### src/rtl/shift_pkg.sv
// Shared definitions for the shift issue/capture stage: bus width, direction
// encodings and the packed operand entry carried through the operand FIFO.
package shift_pkg;

  localparam int DATA_W = 4;

  localparam logic SHIFT_LEFT  = 1'b0;
  localparam logic SHIFT_RIGHT = 1'b1;

  typedef struct packed {
    logic [DATA_W-1:0] x;
    logic [DATA_W-1:0] y;
    logic              dir;
  } operand_t;

endpackage

### src/rtl/shift_fifo.sv
// Synchronous DEPTH-entry FIFO with occupancy count. Push is ignored when full
// and pop is ignored when empty; there is no full-bypass.
module shift_fifo #(
  parameter int WIDTH = 9,
  parameter int DEPTH = 4,
  parameter int PTR_W = 2
) (
  input  logic             clk,
  input  logic             rst_n,
  input  logic             push,
  input  logic [WIDTH-1:0] wdata,
  input  logic             pop,
  output logic [WIDTH-1:0] rdata,
  output logic [PTR_W:0]   count,
  output logic             full,
  output logic             empty
);

  localparam logic [PTR_W:0] FULL_CNT = (PTR_W+1)'(DEPTH);

  logic [WIDTH-1:0] mem [DEPTH];
  logic [PTR_W-1:0] wr_ptr;
  logic [PTR_W-1:0] rd_ptr;
  logic             do_push;
  logic             do_pop;

  assign full    = (count == FULL_CNT);
  assign empty   = (count == '0);
  assign do_push = push && !full;
  assign do_pop  = pop && !empty;
  assign rdata   = mem[rd_ptr];

  // Storage is not reset; only the pointers and count define what is valid.
  always_ff @(posedge clk) begin
    if (do_push) mem[wr_ptr] <= wdata;
  end

  // Pointers wrap naturally because DEPTH is a power of two.
  always_ff @(posedge clk or negedge rst_n) begin
    if (!rst_n) begin
      wr_ptr <= '0;
      rd_ptr <= '0;
      count  <= '0;
    end else begin
      if (do_push) wr_ptr <= wr_ptr + 1'b1;
      if (do_pop)  rd_ptr <= rd_ptr + 1'b1;
      case ({do_push, do_pop})
        2'b10:   count <= count + 1'b1;
        2'b01:   count <= count - 1'b1;
        default: count <= count;
      endcase
    end
  end

endmodule

### src/rtl/shift_issue.sv
// Operand issue and result capture around an external combinational shift
// stage: queues operand triples, drives the head to the shifter, registers a/b.
module shift_issue
  import shift_pkg::*;
#(
  parameter int DATA_W = shift_pkg::DATA_W,
  parameter int DEPTH  = 4,
  parameter int PTR_W  = 2
) (
  input  logic              clk,
  input  logic              rst_n,
  input  logic              in_valid,
  output logic              in_ready,
  input  logic [DATA_W-1:0] in_x,
  input  logic [DATA_W-1:0] in_y,
  input  logic              in_dir,
  output logic [DATA_W-1:0] x_o,
  output logic [DATA_W-1:0] y_o,
  output logic              control_o,
  input  logic [DATA_W-1:0] a_i,
  input  logic [DATA_W-1:0] b_i,
  output logic              out_valid,
  input  logic              out_ready,
  output logic [DATA_W-1:0] out_a,
  output logic [DATA_W-1:0] out_b,
  output logic              out_dir,
  output logic [PTR_W:0]    fifo_count,
  output logic [7:0]        issue_cnt
);

  // Handshake: a transfer happens on a rising edge where valid && ready.
  // A producer holds valid and its data stable until ready is seen; ready
  // never depends on valid of the same port.

  localparam int ENTRY_W = 2*DATA_W + 1;

  logic [ENTRY_W-1:0] head;
  logic               push;
  logic               fire;
  logic               full;
  logic               empty;
  logic [DATA_W-1:0]  head_x;
  logic [DATA_W-1:0]  head_y;
  logic               head_dir;

  assign in_ready = !full;
  assign push     = in_valid && in_ready;
  assign fire     = !empty && (!out_valid || out_ready);

  shift_fifo #(
    .WIDTH (ENTRY_W),
    .DEPTH (DEPTH),
    .PTR_W (PTR_W)
  ) u_fifo (
    .clk   (clk),
    .rst_n (rst_n),
    .push  (push),
    .wdata ({in_x, in_y, in_dir}),
    .pop   (fire),
    .rdata (head),
    .count (fifo_count),
    .full  (full),
    .empty (empty)
  );

  assign head_x   = head[ENTRY_W-1 -: DATA_W];
  assign head_y   = head[DATA_W -: DATA_W];
  assign head_dir = head[0];

  // The shifter sees a quiet all-zero left shift whenever nothing is queued.
  always_comb begin
    x_o       = '0;
    y_o       = '0;
    control_o = SHIFT_LEFT;
    if (!empty) begin
      x_o       = head_x;
      y_o       = head_y;
      control_o = head_dir;
    end
  end

  always_ff @(posedge clk or negedge rst_n) begin
    if (!rst_n) begin
      out_valid <= 1'b0;
      out_a     <= '0;
      out_b     <= '0;
      out_dir   <= 1'b0;
      issue_cnt <= '0;
    end else if (fire) begin
      out_valid <= 1'b1;
      out_a     <= a_i;
      out_b     <= b_i;
      out_dir   <= head_dir;
      issue_cnt <= issue_cnt + 8'd1;
    end else if (out_valid && out_ready) begin
      out_valid <= 1'b0;
    end
  end

endmodule

### config.mk
export PLATFORM = sky130hd
export DESIGN_NAME = shift_issue
export DESIGN_NICKNAME = d
export VERILOG_FILES = /design/src/rtl/shift_pkg.sv /design/src/rtl/shift_fifo.sv /design/src/rtl/shift_issue.sv
export SDC_FILE = /design/constraint.sdc
export NUM_CORES = 1
export LEC_CHECK = 0
export CAP_MARGIN = 20
export CORE_MARGIN = 2
export CORE_UTILIZATION = 50
export DETAILED_ROUTE_END_ITERATION = 16
export GPL_ROUTABILITY_DRIVEN = 0
export PLACE_DENSITY = 0.78
export SETUP_SLACK_MARGIN = 0.4
export SLEW_MARGIN = 10
export SYNTH_ARGS = -nofsm -noshare
export SYNTH_HDL_FRONTEND = slang
export SYNTH_SLANG_ARGS = --single-unit
### constraint.sdc
create_clock -name clk -period 2.55 [get_ports clk]
set_input_delay 0.51 -clock clk [delete_from_list [all_inputs] [get_ports clk]]
set_output_delay 0.51 -clock clk [all_outputs]
set_load 0.01 [all_outputs]
### Word level (Yosys, flattened, before mapping)

Memory sizes are Yosys's and may differ from the RTL's.
Cells that the tools add are included.

| word-level totals | value |
|---|---|
| bits in read-only memories | 0 |
| register bits | 25 |
| bits in latches | 0 |
| memories kept | 1 |
| bits in writable memories | 36 |

Memory list:

| memory | depth | bits a word | rd ports | clocked after memory_dff | write ports | RTL line | text |
|---|---|---|---|---|---|---|---|
| u_fifo.mem | 4 | 9 | 1 | 0 | 1 | shift_fifo.sv:21 | `logic [WIDTH-1:0] mem [DEPTH];` |

| cells by class | value |
|---|---|
| bitwise logic cells | 0 |
| muxes and demuxes | 8 |
| reduce and logical (&&, ||, !) cells | 12 |
| magnitude comparators | 0 |
| shift-type cells | 0 |
| equality and inequality tests | 3 |
| $add $sub $neg | 5 |
| $mul | 0 |
| divide/modulo/power cells | 0 |

Operators with widths:

| operator | count |
|---|---|
| $add A8 B1 Y8 const B | 1 |
| $mux W4 | 2 |
| $pmux W3 S2 | 1 |
| $logic_and A1 B1 Y1 | 5 |
| $mux W1 | 5 |
| $add A2 B1 Y2 const B | 2 |
| $reduce_bool A2 Y1 | 2 |
| $add A3 B1 Y3 const B | 1 |
| $eq A3 B3 Y1 const B | 1 |
| $logic_not A1 Y1 | 3 |
| $logic_not A3 Y1 | 1 |
| $sub A3 B1 Y3 const B | 1 |
| $eq A2 B1 Y1 const B | 1 |
| $eq A2 B2 Y1 const B | 1 |
| $logic_or A1 B1 Y1 | 1 |

### Logic depth before layout (Yosys ltp)

| logic depth | value |
|---|---|
| depth in word-level cells | 6 |
| depth in mapped cells | 10 |
| gate-level depth less buffers | 10 |

### Modules after synthesis

A second synthesis with hierarchy kept.

| second synthesis, totals | value |
|---|---|
| cell total of the unflattened synthesis | 149 |
| area total of the unflattened synthesis | 2630.0 µm² |

Modules (own cells, without submodules):

| module | sequential area each (µm²) | cells an instance | instances | area each (µm²) |
|---|---|---|---|---|
| shift_fifo | 1256.2 | 84 | 1 | 1739.2 |
| shift_issue | 450.4 | 65 | 1 | 890.9 |

### Worst setup path before layout

No wires, ideal clock.

| path | value |
|---|---|
| kind | register -> register |
| from | register u_fifo.count[0] |
| to | register u_fifo.count[2] |
| required time | 2.471 ns |
| period minus slack after synthesis | 1.973 ns |
| arrival | 1.894 ns |
| stages on the path, launching flop included | 11 |
| slack | 0.577 ns |
| buffers on the path | 0 |
| cell sequence | dfrtp_1 -> inv_1 -> nand3_2 -> and2_4 -> inv_1 -> ha_1 -> inv_1 -> fa_1 -> xor2_1 -> nor2_1 -> xor2_1 |

| on the way | value |
|---|---|
| cells in the longest elaborated chain, start to end | 6 |

RTL lines:

| what | RTL line | text |
|---|---|---|
| start: declaration | shift_fifo.sv:14 | `output logic [PTR_W:0] count,` |
| start signal: assignment | shift_fifo.sv:48 | `2'b10: count <= count + 1'b1;` |
| start signal: assignment | shift_fifo.sv:49 | `2'b01: count <= count - 1'b1;` |
| start signal: assignment | shift_fifo.sv:50 | `default: count <= count;` |
| $eq A3 B3 Y1 (*) | shift_fifo.sv:27 | `assign full = (count == FULL_CNT);` |
| $logic_not A1 Y1 (*) | shift_issue.sv:46 | `assign in_ready = !full;` |
| net in_ready | shift_issue.sv:13 | `output logic in_ready,` |
| $logic_and A1 B1 Y1 | shift_issue.sv:47 | `assign push = in_valid && in_ready;` |
| $logic_and A1 B1 Y1 (*) | shift_fifo.sv:29 | `assign do_push = push && !full;` |
| $eq A2 B1 Y1 / $eq A2 B2 Y1 (equally long branches) | shift_fifo.sv:47 | `case ({do_push, do_pop})` |
| $pmux W3 S2 / $reduce_bool A2 Y1 (equally long branches) | -- |  |

The timed path passes the listed nets; every way through them passes the cells marked *.
A chain may end at the register's enable or synchronous reset.

### Final worst setup path

| path | value |
|---|---|
| from | register u_fifo.rd_ptr[0] |
| to | output y_o[1] |

| on the way | value |
|---|---|
| cells in the longest elaborated chain, start to end | 2 |

RTL lines:

| what | RTL line | text |
|---|---|---|
| start: declaration | shift_fifo.sv:23 | `logic [PTR_W-1:0] rd_ptr;` |
| start signal: assignment | shift_fifo.sv:46 | `if (do_pop) rd_ptr <= rd_ptr + 1'b1;` |
| $mem_v2 Z4 W9 | -- |  |
| $mux W4 | shift_issue.sv:75 | `if (!empty) begin` |
| end: declaration | shift_issue.sv:18 | `output logic [DATA_W-1:0] y_o,` |

Every way passes these cells.

==> run_results.csv <==
group,metric,value,unit
die,die_y,75.0,um
sta,maxSlewViolCount,0,
cts,clk_pin_slew_worst_paths,0.06,ns
pwr,power_density,1200,mW/mm^2
grt,antenna_found_initial,0,
die,coreArea,0.00479,sq mm
pwr,pwr-share-clk,16.9,%
worst_setup_path,worstSetupStartpoint,"u_fifo.rd_ptr[0]",
route,ant_nets,0,
sta,tns,0,ns
synthesis,synthCells,146,
worst_setup_path,cp.required,2.04,ns
route,drt_iter0_drc,86,
route,drt-wirelength-per-cell,16.9,um
sta,final.period_utilization,87.7,%
cts,htree_levels,3,
cts,cts.sinks,61,
sta,fin_crit,2.24,ns
placement,place_ws,0.156,ns
grt,met1_usage,21.3,%
worst_setup_path,worstSetupEndpointType,"output pin",
final_layout,diodes,0,
cts,clk_latency,0.33,ns
route,wl,4.86,mm
pwr,p_sw,1.33,mW
worst_hold_path,hold_path_class,"register to register",
worst_setup_path,critPathMaxFanout,4,
synthesis,netlist.area_leader.share,42.9,%
synthesis,synth_edf_count,36,
synthesis,synth-seq-cells,61,
grt,grt_pass1_wl,7.20,mm
placement,post-dp-hpwl,3.23,mm
cts,cts_tree,"done",
synthesis,synth.most_common_cell,"edfxtp_1",
cts,cts_hold_buf,0,
route,route.detailed.drc,0,
synthesis,synth_ff_type,"edfxtp_1",
worst_setup_path,worstPathArrival,1.73,ns
synthesis,synth_common_cells,"36 x edfxtp_1, 25 x dfrtp_1, 10 x mux2_1",
grt,grt_overflow,0,
sta,max_freq,0.447,GHz
synthesis,async_flop_share,41.0,%
route,first_pass_iters,4,
cts,cts_buffers,9,
die,fp.dieArea,0.00563,sq mm
synthesis,synth_area_leaders,"edfxtp_1 43%, dfrtp_1 25%, mux4_2 8.0%, mux2_1 4.5%, xnor2_1 3.1%",
run_status,status,"complete, no violations",
worst_setup_path,crit_type,"register to output pin",
sta,finalHoldViolCount,0,
sta,finalClockSkew,0.00475,ns
synthesis,synth_seq_area_share,67.7,%
worst_hold_path,worstHoldStart,"issue_cnt[7]",
grt,grt_max_degree,26,
pwr,ir_drop,752,uV
die,io_pins,52,
route,via_per_inst,5.09,
synthesis,yosysUniqueCellTypes,25,
cts,root_buffer,"clkbuf_8",
grt,busiest_layer,"met2",
grt,met3_usage,6.69,%
sta,rsz0062_at_grt,"yes",
synthesis,synth_largest_area_cell,"edfxtp_1",
sta,tightestPinTransition,0.508,ns
pwr,power_frac_seq,39.4,%
final_layout,final_nets,244,
die,start_util,52.7,%
sta,fin_ws,0.312,ns
synthesis,syn_area,0.00252,sq mm
placement,io_buffers,51,
sta,slew_headroom,66.1,%
sta,hold_ws,0.482,ns
synthesis,ys.warnings.count,0,
worst_setup_path,worstReg2RegStart,"u_fifo.count[0]",
final_layout,drive_gt1_share,26.7,%
sta,setup_viol,0,
flow_run,drv_cap,0,
final_layout,fin_util,71.0,%
grt,use_met2,32.0,%
pwr,comb_power_share,43.7,%
die,fp.dieW,75.0,um
synthesis,syn_nets,174,
route,vias,1467,
pwr,p_int,2.76,mW
grt,grt_usage,18.7,%
worst_setup_path,worstSetupStartpointType,"register",
synthesis,avgSynthCellArea,17.3,sq um
grt,grt_pass1_vias,1441,
final_layout,syn_to_final_growth,34.7,%
pwr,switching_share,32.6,%
cts,cts.path.max_buffers,2,
die,row_count,25,
pwr,p_leak,1.34,nW
state kept, by name, summed over array words and instances (netlist names):
name,count
u_fifo.mem,36
u_fifo.rd_ptr,2
out_b,4
out_dir,1
u_fifo.count,3
out_a,4
out_valid,1
u_fifo.wr_ptr,2
issue_cnt,8
through the flow:
step / cell area [sq um] / std cells / total power, mW
2_1_floorplan: 2520 / 146 / 2.45
3_3_place_gp: 3110 / 263 / 3.13
3_5_place_dp: 3110 / 263 / 3.21
4_1_cts: 3360 / 287 / 4.07
5_1_grt: 3400 / 288 / 4.33
6_report: 3400 / 288 / 4.09
layout by cell type, fill, tap and decap left out, drive strengths merged:
master / count
nand2: 2
nand3: 1
mux2i: 1
mux2: 11
mux4: 9
edfxtp: 36
xor2: 4
dfrtp: 25
ha: 6
clkinvlp: 1
clkdlybuf4s50: 42
buf: 21
nor2: 2
nand4: 6
a21oi: 1
fa: 1
and2: 1
nor3: 1
inv: 9
nor2b: 9
clkbuf: 11
clkinv: 5
xnor2: 9
o21ai: 1
and3: 6
worst max-delay path, cell delays in order (launching register included):
cell       delay (ns)
dfrtp_2          0.41
clkbuf_16        0.16
buf_6            0.09
mux4_2           0.47
nor2b_1          0.13
buf_2            0.14
power groups by stage:
stage	logic [mW]	clock network [mW]	registers, mW
2_1_floorplan	0.850	0	1.60
3_3_place_gp	1.55	0	1.58
3_5_place_dp	1.60	0	1.61
4_1_cts	1.76	0.707	1.61
5_1_grt	1.93	0.747	1.65
6_report	1.79	0.691	1.61
cell families (layout without fill, tap and decap cells):
group	count (synthesis)	count (layout)	share of synthesized area (%)
and+or+nand+nor	28	28	7.24
DFF	61	61	67.7
xor gates and xnor gates	13	13	4.51
adders and majority gates	7	7	3.77
muxes	21	21	13.3
buffers and inverters	14	89	2.93
AOI/OAI and AO/OA	2	2	0.546
per-layer routing:
layer	share of wire (%)	up-vias
met2	55	35
met4	1.2	0
met1	39	749
met3	4.2	10
li1	-	673
met5	0	-
area by class of cell:
type	count	area (sq um)
clock buffers	10	128
clock inverters	6	30.0
fillers	328	1390
inverters	9	33.8
multi-input cells	71	772
flip-flops and latches	61	1710
well taps	67	83.8
repair buffers	64	638
timing repair:
action                                  4_1_cts  5_1_grt
gates resized for setup                      53       10
setup buffers                                 7        1
gates cloned                                  1        0
endpoints found under the setup margin        9       11
path summary, 6_finish.rpt:
| check | endpoint | slack (ns) | cells past startpoint |
|---|---|---|---|
| setup / recovery | y_o[1] | 0.31 | 5 |
| hold / removal | issue_cnt[7] | 0.48 | 1 |
| setup reg to reg | u_fifo.count[2] | 0.51 | 10 |
| hold reg to reg | issue_cnt[7] | 0.48 | 1 |
| max in group asynchronous | u_fifo.rd_ptr[1] | 1.76 | 2 |
| min in group asynchronous | u_fifo.count[1] | 0.53 | 2 |
Note: power is estimated with default switching activity, not from simulation.
